$ cat config.mk
export PLATFORM = sky130hd
export DESIGN_NAME = pid_sequencer
export DESIGN_NICKNAME = d
export VERILOG_FILES = /design/src/rtl/pid_ctrl_pkg.sv /design/src/rtl/motor_mix.sv /design/src/rtl/pid_sequencer.sv
export SDC_FILE = /design/constraint.sdc
export NUM_CORES = 1
export LEC_CHECK = 0
export ABC_AREA = 1
export CORE_AREA = 2 2 109 111
export CTS_BUF_LIST = sky130_fd_sc_hd__clkbuf_16
export CTS_CLUSTER_DIAMETER = 50
export DETAILED_ROUTE_END_ITERATION = 10
export DIE_AREA = 0 0 111 113
export GPL_ROUTABILITY_DRIVEN = 0
export HOLD_SLACK_MARGIN = 0.05
export PLACE_DENSITY = 0.59
export SYNTH_ARGS = -nofsm -noshare
export SYNTH_HDL_FRONTEND = slang
export SYNTH_SLANG_ARGS = --single-unit
$ cat constraint.sdc
create_clock -name clk -period 2.16 [get_ports clk]
set_input_delay 0.324 -clock clk [delete_from_list [all_inputs] [get_ports clk]]
set_output_delay 0.324 -clock clk [all_outputs]
set_load 0.01 [all_outputs]
$ cat src/rtl/pid_ctrl_pkg.sv
// Shared types and constants for the line-follower PID control loop.
// Holds the sequencer state encoding, position/duty widths and the duty clamp helper.
package pid_ctrl_pkg;

    localparam int POS_W      = 11;
    localparam int POS_CENTER = 500;
    localparam int DUTY_MAX   = 1000;

    typedef enum logic [1:0] {
        IDLE      = 2'd0,
        WAIT_SENS = 2'd1,
        WAIT_PID  = 2'd2,
        LATCH     = 2'd3
    } state_t;

    // Clamp a signed mixing result into the legal duty range [0, DUTY_MAX].
    function automatic logic [POS_W-1:0] sat_duty(input logic signed [12:0] v);
        logic [POS_W-1:0] res;
        if (v < 13'sd0)
            res = '0;
        else if (v > $signed(13'(DUTY_MAX)))
            res = POS_W'(DUTY_MAX);
        else
            res = v[POS_W-1:0];
        return res;
    endfunction

endpackage

$ cat src/rtl/motor_mix.sv
// Differential mixer: base speed +/- (pid_output - centre), each side clamped to [0, DUTY_MAX].
// Purely combinational, zero latency, no flow control.
module motor_mix
    import pid_ctrl_pkg::*;
(
    input  logic [POS_W-1:0] i_pid_output,
    input  logic [POS_W-1:0] i_base_speed,
    output logic [POS_W-1:0] o_left_duty,
    output logic [POS_W-1:0] o_right_duty
);

    logic signed [12:0] w_corr;
    logic signed [12:0] w_base;
    logic signed [12:0] w_left;
    logic signed [12:0] w_right;

    // One bit of headroom beyond 12 bits keeps out-of-range 11-bit inputs from wrapping.
    assign w_corr  = $signed({2'b00, i_pid_output}) - $signed(13'(POS_CENTER));
    assign w_base  = $signed({2'b00, i_base_speed});
    assign w_left  = w_base + w_corr;
    assign w_right = w_base - w_corr;

    assign o_left_duty  = sat_duty(w_left);
    assign o_right_duty = sat_duty(w_right);

endmodule

$ cat src/rtl/pid_sequencer.sv
// Control-period sequencer: request sample, hold it for the PID, wait out PID latency, latch mixed duties.
// Duties appear PID_LATENCY+2 cycles after sample accept; no backpressure, sensor timeouts feed lost-line detection.
module pid_sequencer
    import pid_ctrl_pkg::*;
#(
    parameter int SAMPLE_DIV  = 100_000,
    parameter int REQ_TIMEOUT = 1_000,
    parameter int PID_LATENCY = 6,
    parameter int LOST_LIMIT  = 8,
    parameter int BASE_SPEED  = 600
) (
    input  logic             clk,
    input  logic             rst,
    input  logic             enable,
    output logic             sens_req,
    input  logic             sens_valid,
    input  logic [POS_W-1:0] sens_position,
    output logic [POS_W-1:0] pid_position,
    input  logic [POS_W-1:0] pid_output,
    output logic [POS_W-1:0] left_duty,
    output logic [POS_W-1:0] right_duty,
    output logic             duty_valid,
    output logic             lost
);

    localparam int PER_W   = (SAMPLE_DIV > 1) ? $clog2(SAMPLE_DIV) : 1;
    localparam int SUB_MAX = (REQ_TIMEOUT > PID_LATENCY) ? REQ_TIMEOUT : PID_LATENCY;
    localparam int SUB_W   = $clog2(SUB_MAX + 1);
    localparam int LOST_W  = $clog2(LOST_LIMIT + 1);

    state_t              r_state;
    state_t              w_state_next;
    logic [PER_W-1:0]    r_period_cnt;
    logic [SUB_W-1:0]    r_sub_cnt;
    logic [LOST_W-1:0]   r_lost_cnt;
    logic [POS_W-1:0]    r_pid_position;
    logic [POS_W-1:0]    r_left_duty;
    logic [POS_W-1:0]    r_right_duty;
    logic                r_duty_valid;

    logic                w_tick;
    logic                w_accept;
    logic                w_timeout;
    logic                w_pid_done;
    logic                w_lost;
    logic                w_sens_req;
    logic                w_in_latch;
    logic [POS_W-1:0]    w_mix_left;
    logic [POS_W-1:0]    w_mix_right;

    assign w_tick     = enable && (r_period_cnt == PER_W'(SAMPLE_DIV - 1));
    assign w_accept   = enable && (r_state == WAIT_SENS) && sens_valid;
    assign w_timeout  = enable && (r_state == WAIT_SENS) && !sens_valid
                        && (r_sub_cnt == SUB_W'(REQ_TIMEOUT - 1));
    assign w_pid_done = (r_state == WAIT_PID) && (r_sub_cnt == SUB_W'(PID_LATENCY - 1));
    assign w_lost     = (r_lost_cnt == LOST_W'(LOST_LIMIT));

    always_ff @(posedge clk or posedge rst) begin
        if (rst)
            r_period_cnt <= '0;
        else if (!enable || w_tick)
            r_period_cnt <= '0;
        else
            r_period_cnt <= r_period_cnt + 1'b1;
    end

    always_ff @(posedge clk or posedge rst) begin
        if (rst)
            r_state <= IDLE;
        else
            r_state <= w_state_next;
    end

    always_comb begin
        w_state_next = r_state;
        unique case (r_state)
            IDLE:      if (w_tick) w_state_next = WAIT_SENS;
            WAIT_SENS: begin
                if (w_accept)
                    w_state_next = WAIT_PID;
                else if (w_timeout)
                    w_state_next = IDLE;
            end
            WAIT_PID:  if (w_pid_done) w_state_next = LATCH;
            LATCH:     w_state_next = IDLE;
            default:   w_state_next = IDLE;
        endcase
        if (!enable)
            w_state_next = IDLE;
    end

    always_comb begin
        w_sens_req = 1'b0;
        w_in_latch = 1'b0;
        unique case (r_state)
            WAIT_SENS: w_sens_req = (r_sub_cnt == '0);
            LATCH:     w_in_latch = enable;
            default:   ;
        endcase
    end

    // Cycles spent in the current state; restarts on every transition.
    always_ff @(posedge clk or posedge rst) begin
        if (rst)
            r_sub_cnt <= '0;
        else if (w_state_next != r_state)
            r_sub_cnt <= '0;
        else if (r_state == WAIT_SENS || r_state == WAIT_PID)
            r_sub_cnt <= r_sub_cnt + 1'b1;
    end

    motor_mix u_motor_mix (
        .i_pid_output (pid_output),
        .i_base_speed (POS_W'(BASE_SPEED)),
        .o_left_duty  (w_mix_left),
        .o_right_duty (w_mix_right)
    );

    always_ff @(posedge clk or posedge rst) begin
        if (rst) begin
            r_pid_position <= POS_W'(POS_CENTER);
            r_left_duty    <= '0;
            r_right_duty   <= '0;
            r_duty_valid   <= 1'b0;
            r_lost_cnt     <= '0;
        end else begin
            r_duty_valid <= 1'b0;
            if (!enable) begin
                r_left_duty  <= '0;
                r_right_duty <= '0;
            end else begin
                if (w_accept) begin
                    r_pid_position <= sens_position;
                    r_lost_cnt     <= '0;
                end
                // Motors stop on the same edge that the final timeout makes lost rise.
                if (w_timeout) begin
                    if (!w_lost)
                        r_lost_cnt <= r_lost_cnt + 1'b1;
                    if (r_lost_cnt >= LOST_W'(LOST_LIMIT - 1)) begin
                        r_left_duty  <= '0;
                        r_right_duty <= '0;
                    end
                end
                if (w_in_latch) begin
                    r_left_duty  <= w_mix_left;
                    r_right_duty <= w_mix_right;
                    r_duty_valid <= 1'b1;
                end
            end
        end
    end

    assign sens_req     = w_sens_req;
    assign pid_position = r_pid_position;
    assign left_duty    = r_left_duty;
    assign right_duty   = r_right_duty;
    assign duty_valid   = r_duty_valid;
    assign lost         = w_lost;

endmodule

=== Word level (Yosys, flattened, before mapping) ===
Cells that the tools add are included.

* Register bits after elaboration: 67

* Equality and inequality tests: 10
* Mux-type cells: 26
* Magnitude comparators: 5
* Reduce and logical (&&, ||, !) cells: 15
* Add/subtract/negate cells: 6

{| class="wikitable"
|+ Operators with widths
! operator !! count
|-
| 2-to-1 mux 11 bit || 10
|-
| > comparator 13 x 11 -> 1 bit (second input constant) || 2
|-
| < comparator 13 x 1 -> 1 bit (second input constant) || 2
|-
| 2-to-1 mux 10 bit || 2
|-
| adder 17 x 1 -> 17 bit (second input constant) || 1
|-
| equality test 17 bit (second input constant) || 1
|-
| 2-to-1 mux 17 bit || 1
|-
| adder 11 x 13 -> 13 bit (first input constant) || 1
|-
| subtractor 11 x 13 -> 13 bit (first input constant) || 1
|-
| 2-to-1 mux 4 bit || 3
|-
| subtractor 11 x 9 -> 12 bit (second input constant) || 1
|-
| adder 10 x 1 -> 10 bit (second input constant) || 1
|-
| equality test 10 bit (second input constant) || 1
|-
| equality test 10 x 3 -> 1 bit (second input constant) || 1
|-
| logical NOT 10 bit || 1
|-
| 2-to-1 mux 2 bit || 5
|-
| case mux 2 bit (4 select lines) || 1
|-
| logical AND 1 bit || 6
|-
| != test 3 x 1 -> 1 bit (second input constant) || 2
|-
| adder 4 x 1 -> 4 bit (second input constant) || 1
|-
| equality test 2 bit (second input constant) || 2
|-
| equality test 4 bit (second input constant) || 1
|-
| >= comparator 4 x 3 -> 1 bit (second input constant) || 1
|-
| 2-to-1 mux 1 bit || 4
|-
| 7 further kinds || 10
|}

=== Depth between registers and ports, before layout ===
* Word-level depth: 10
* Depth in mapped cells: 19
* Depth with buffers taken out: 19

=== Cells and area by module ===
From an unflattened synthesis, not the netlist that was laid out.

* Cell total of the unflattened synthesis: 799
* Area total of the unflattened synthesis: 5441.5 um^2

{| class="wikitable"
|+ Modules (own cells, without submodules)
! module !! cells an instance !! area an instance (um^2) !! instances
|-
| pid_sequencer || 399 || 3409.5 || 1
|-
| motor_mix || 400 || 2031.9 || 1
|}

=== Worst setup path before layout ===
No wires, ideal clock.

* Path kind: input port to flip-flop
* Start point: in pid_output[2]
* End point: reg r_left_duty[4], in the netlist left_duty[4]
* Setup time: 0.118 ns
* Arrival time: 1.884 ns
* Path slack: 0.159 ns
* Required time: 2.042 ns
* Stages on the path: 13
* Cell sequence: inv_1 > ha_1 > xnor2_1 > ha_1 > a31o_2 > nor2_1 > nand2_1 > nor2_1 > nand3b_1 > nand3_2 > nand2_4 > nand3b_1 > nand2_1

* Word-level cells in the longest chain between the ends: 7
* Elaborated cells on any way between the ends: 8
* Classes of those cells: add/sub: 2; order compare: 2; mux: 4

{| class="wikitable"
|+ Ends and longest elaborated chain
! what !! RTL line !! source
|-
| start, declared || pid_sequencer.sv:19 || <nowiki>input logic [POS_W-1:0] pid_output,</nowiki>
|-
| subtractor 11 x 9 -> 12 bit * || motor_mix.sv:18 || <nowiki>assign w_corr = $signed({2'b00, i_pid_output}) - $signed(13'(POS_CENTER));</nowiki>
|-
| adder 11 x 13 -> 13 bit * || motor_mix.sv:20 || <nowiki>assign w_left = w_base + w_corr;</nowiki>
|-
| > comparator 13 x 11 -> 1 bit || pid_ctrl_pkg.sv:21 || <nowiki>else if (v > $signed(13'(DUTY_MAX)))</nowiki>
|-
| 2-to-1 mux 11 bit || pid_ctrl_pkg.sv:21 ||
|-
| 2-to-1 mux 11 bit * || pid_ctrl_pkg.sv:19 || <nowiki>if (v < 13'sd0)</nowiki>
|-
| 2-to-1 mux 11 bit * || pid_sequencer.sv:145 || <nowiki>if (w_in_latch) begin</nowiki>
|-
| 2-to-1 mux 11 bit * || pid_sequencer.sv:128 || <nowiki>if (!enable) begin</nowiki>
|-
| end signal, assigned || pid_sequencer.sv:146 || <nowiki>r_left_duty <= w_mix_left;</nowiki>
|-
| end, declared || pid_sequencer.sv:37 || <nowiki>logic [POS_W-1:0] r_left_duty;</nowiki>
|}

Every way passes the cells marked *; elsewhere a longest branch is shown, timed or not.
A chain may end at the register's enable or synchronous reset.

=== Worst setup path after layout ===
* Start point: reg r_sub_cnt[4]
* End point: out sens_req

* Word-level cells in the longest chain between the ends: 2

{| class="wikitable"
|+ Ends and longest elaborated chain
! what !! RTL line !! source
|-
| start, declared || pid_sequencer.sv:34 || <nowiki>logic [SUB_W-1:0] r_sub_cnt;</nowiki>
|-
| start signal, assigned || pid_sequencer.sv:109 || <nowiki>r_sub_cnt <= r_sub_cnt + 1'b1;</nowiki>
|-
| logical NOT 10 bit || pid_sequencer.sv:96 || <nowiki>WAIT_SENS: w_sens_req = (r_sub_cnt == '0);</nowiki>
|-
| 2-to-1 mux 1 bit || pid_sequencer.sv:95 || <nowiki>unique case (r_state)</nowiki>
|-
| end, declared || pid_sequencer.sv:15 || <nowiki>output logic sens_req,</nowiki>
|}

No other way between the ends.

==> metrics.csv <==
stage,metric,value,unit
critical_path,crit_chain,nor4_2 > nand4_1 > nor3_1 > dlygate4sd2_1,
detailed_routing,dr.pass1.iters,4,
layout,num-fill-cells,1072,
critical_path,path_delay_family,simple AND/OR/NAND/NOR gates,
placed_design,dp_hpwl,6920,um
layout,area.growth.synth_to_final,41.2,%
critical_path,crit_path_max_fanout,4,
critical_path,reg2regPathDepth,12,
cts,cts_hold_buf,0,
synthesis,synthMuxAreaShare,0.0308,
synthesis,syn_nets,577,
detailed_routing,wl_met2,4430,um
global_route,grt_max_degree,68,
power,leakagePower,2.80,nW
timing,tightest_slew,0.435,ns
critical_path,end_kind,output pin,
critical_path,crit_buf_inv,1,
timing,fmax,491,MHz
timing,timing.slew.headroom,0.708,
timing,setup_violations,0,
global_route,track_usage,0.155,
synthesis,synth_top_area_cell,dfrtp_1,
cts,cts_buffers,9,
detailed_routing,wirelength,9150,um
critical_path,cp_slowest_cell,dfrtp_1,
synthesis,synth_top_area_frac,0.379,
flow_run,drv_cap,0,
detailed_routing,met1Wirelength,4320,um
critical_path,critPathRequiredTime,1.84,ns
synthesis,synth_area_per_cell,7.58,um^2
detailed_routing,drc_errors,0,
cts,root_buffer,clkbuf_16,
detailed_routing,vias,3649,
floorplan,die_y,113,um
critical_path,endpoint,sens_req,
layout,fin_util,0.504,
floorplan,start_util,0.357,
critical_path,crit_type,reg2out,
detailed_routing,wl_per_cell,11.5,um
timing,finalCritPeriodShare,0.943,
floorplan,rows,39,
timing,hold_violations,0,
floorplan,ios,62,
layout,mostFrequentLayoutCell,nand2_1,
layout,drive_above_1_share,0.215,
cts,h-tree-depth,3,
critical_path,start_kind,flop,
timing,drv_slew,0,
cts,ctsLongestPathBuffers,2,
synthesis,synth_xor_area_frac,0.0432,
detailed_routing,vias_per_cell,4.57,
cts,tritoncts,done,
status,status,finished clean,
detailed_routing,postRouteAntennaNets,0,
global_route,grt_pass1_vias,3651,
critical_path,arrival,1.71,ns
synthesis,synthAdderAreaFrac,0.0622,
synthesis,ys_top_cells_by_area,"dfrtp_1 38%, nand2_1 16%, inv_1 6.3%",
synthesis,postSynthCellCount,531,
detailed_routing,drtIter0Drc,146,
worst_hold_path,hp-class,in2async,
synthesis,synth-seq-area-share,0.419,
timing,min_period,2.04,ns
synthesis,synth_top_family_by_area,simple AND/OR/NAND/NOR gates,
cts,clk_pin_slew,0.06,ns
synthesis,synth_seq_cells,67,
placed_design,numPortBuffers,61,
critical_path,crit_start,r_sub_cnt[4],
timing,rsz0062_at_grt,true,
floorplan,die_w,111,um
power,powerDensity,798,nW/um^2
layout,nNetsFinal,697,
cts,clk_latency,0.33,ns
synthesis,yosysWarningCount,0,
critical_path,r2r-end,r_period_cnt[16],
critical_path,r2r_setup_slack,0.17,ns
synthesis,synth_simple_gate_area_frac,0.338,
detailed_routing,top_layer,met4,
critical_path,r2r-start,r_period_cnt[0],
global_route,antenna_found_initial,0,
critical_path,slowest_delay,0.43,ns
synthesis,netlist_area,4020,um^2
timing,skew,0.00987,ns
synthesis,synth_cell_types,35,
timing,fin_hold_ws,0.357,ns
layout,diodes,0,
detailed_routing,dr_wl_met3,298,um
critical_path,cp_num_cells,4,
layout,final_cell_mix,"163 x nand2_1, 62 x inv_1, 61 x dfrtp_1",
power,ir_worst_vdd,561,uV
global_route,grt_pass1_wl,16200,um
cts,clock_sinks,67,
floorplan,dieArea,12500,um^2
global_route,grt-ovfl-total,0,
floorplan,fp.coreArea,11300,um^2
synthesis,synth_compound_area_frac,0.0330,
## state kept, by name (all words and copies together) (netlist names)
signal,flops
left_duty,11
r_lost_cnt,4
r_sub_cnt,10
r_state,2
duty_valid,1
right_duty,11
pid_position,11
r_period_cnt,17
## cells in the mapped netlist (all sizes together)
master	number
nand2	186
inv	72
dfrtp	61
nor2	51
nand3	41
ha	20
xor2	15
nor3	13
mux2	11
a21oi	9
nand4	9
o21ai	7
dfstp	6
nor3b	5
clkbuf	4
xnor2	4
nand3b	3
nor4	3
a31oi	2
buf	2
o21bai	2
a221oi	1
a31o	1
and3	1
o31ai	1
or2	1
## stage by stage
| step | power (W) | setup TNS (ns) | setup WS, ns | area (um^2) | cells |
|---|---|---|---|---|---|
| final | 0.00453 | 0 | 0.124 | 5680 | 799 |
| after global routing | 0.00481 | -0.288 | -0.0531 | 5680 | 799 |
| after CTS | 0.00455 | 0 | 0.0901 | 5570 | 799 |
| after detailed placement | 0.00296 | -9.49 | -0.544 | 5210 | 782 |
| after global placement | 0.00293 | -8.73 | -0.485 | 5210 | 782 |
| after floorplan | 0.00234 | 0 | 0.159 | 4020 | 531 |
## metal layers
layer | up-vias | GRT usage
met5 | - | 0
met4 | 0 | 0.0508
met2 | 55 | 0.269
met1 | 1681 | 0.194
li1 | 1905 | -
met3 | 8 | 0.0343
## cell families after synthesis
kind of cell    after synthesis
buf+inv                      78
compound gates               23
simple gates                313
xor+xnor                     19
flops                        67
mux                          11
fa+ha+maj                    20
## timing repair
action / in CTS / in global routing
pin swaps: 4 / 14
resized for setup: 18 / 26
setup buffers: 0 / 0
endpoints found under the setup margin: 21 / 32
endpoints found under the hold margin: 0 / 0
cloned: 1 / 0
## report_power, final
part | total (W) | internal (W) | leakage (nW) | switching (W)
sequential | 0.00154 | 0.00145 | 0.898 | 0.0000906
combinational | 0.00143 | 0.000689 | 1.74 | 0.000740
clock | 0.00156 | 0.00101 | 0.157 | 0.000551
## cell type report
class / count / area, um^2 / area share
Timing Repair Buffer: 114 / 1030 / 0.181
Inverter: 72 / 270 / 0.0476
Tap cell: 143 / 179 / 0.0315
Multi-Input combinational cell: 387 / 2200 / 0.387
Clock inverter: 7 / 93.8 / 0.0165
Clock buffer: 9 / 225 / 0.0397
Sequential cell: 67 / 1680 / 0.297
## worst reg2reg max path, delay by kind of cell, from the launching register on
| kind | cells | cell delay (ns) |
|---|---|---|
| flip-flops | 1 | 0.37 |
| buffers and inverters | 1 | 0.14 |
| AND/OR/NAND/NOR | 9 | 1.10 |
| AO/OA/AOI/OAI | 1 | 0.11 |
| adder cells (fa/ha/maj) | 1 | 0.19 |
## how the worst min path moves through the flow
stage	startpoint	endpoint	slack (ns)	depth (start not counted)
6_report	rst	right_duty[3]	0.36	3
5_1_grt	rst	r_period_cnt[16]	0.44	3
4_1_cts	rst	right_duty[3]	0.41	3
3_5_place_dp	r_period_cnt[0]	r_period_cnt[0]	0.45	1
3_3_place_gp	r_period_cnt[0]	r_period_cnt[0]	0.44	1
2_1_floorplan	r_period_cnt[0]	r_period_cnt[0]	0.43	1
(Power assumes the default switching activity.)
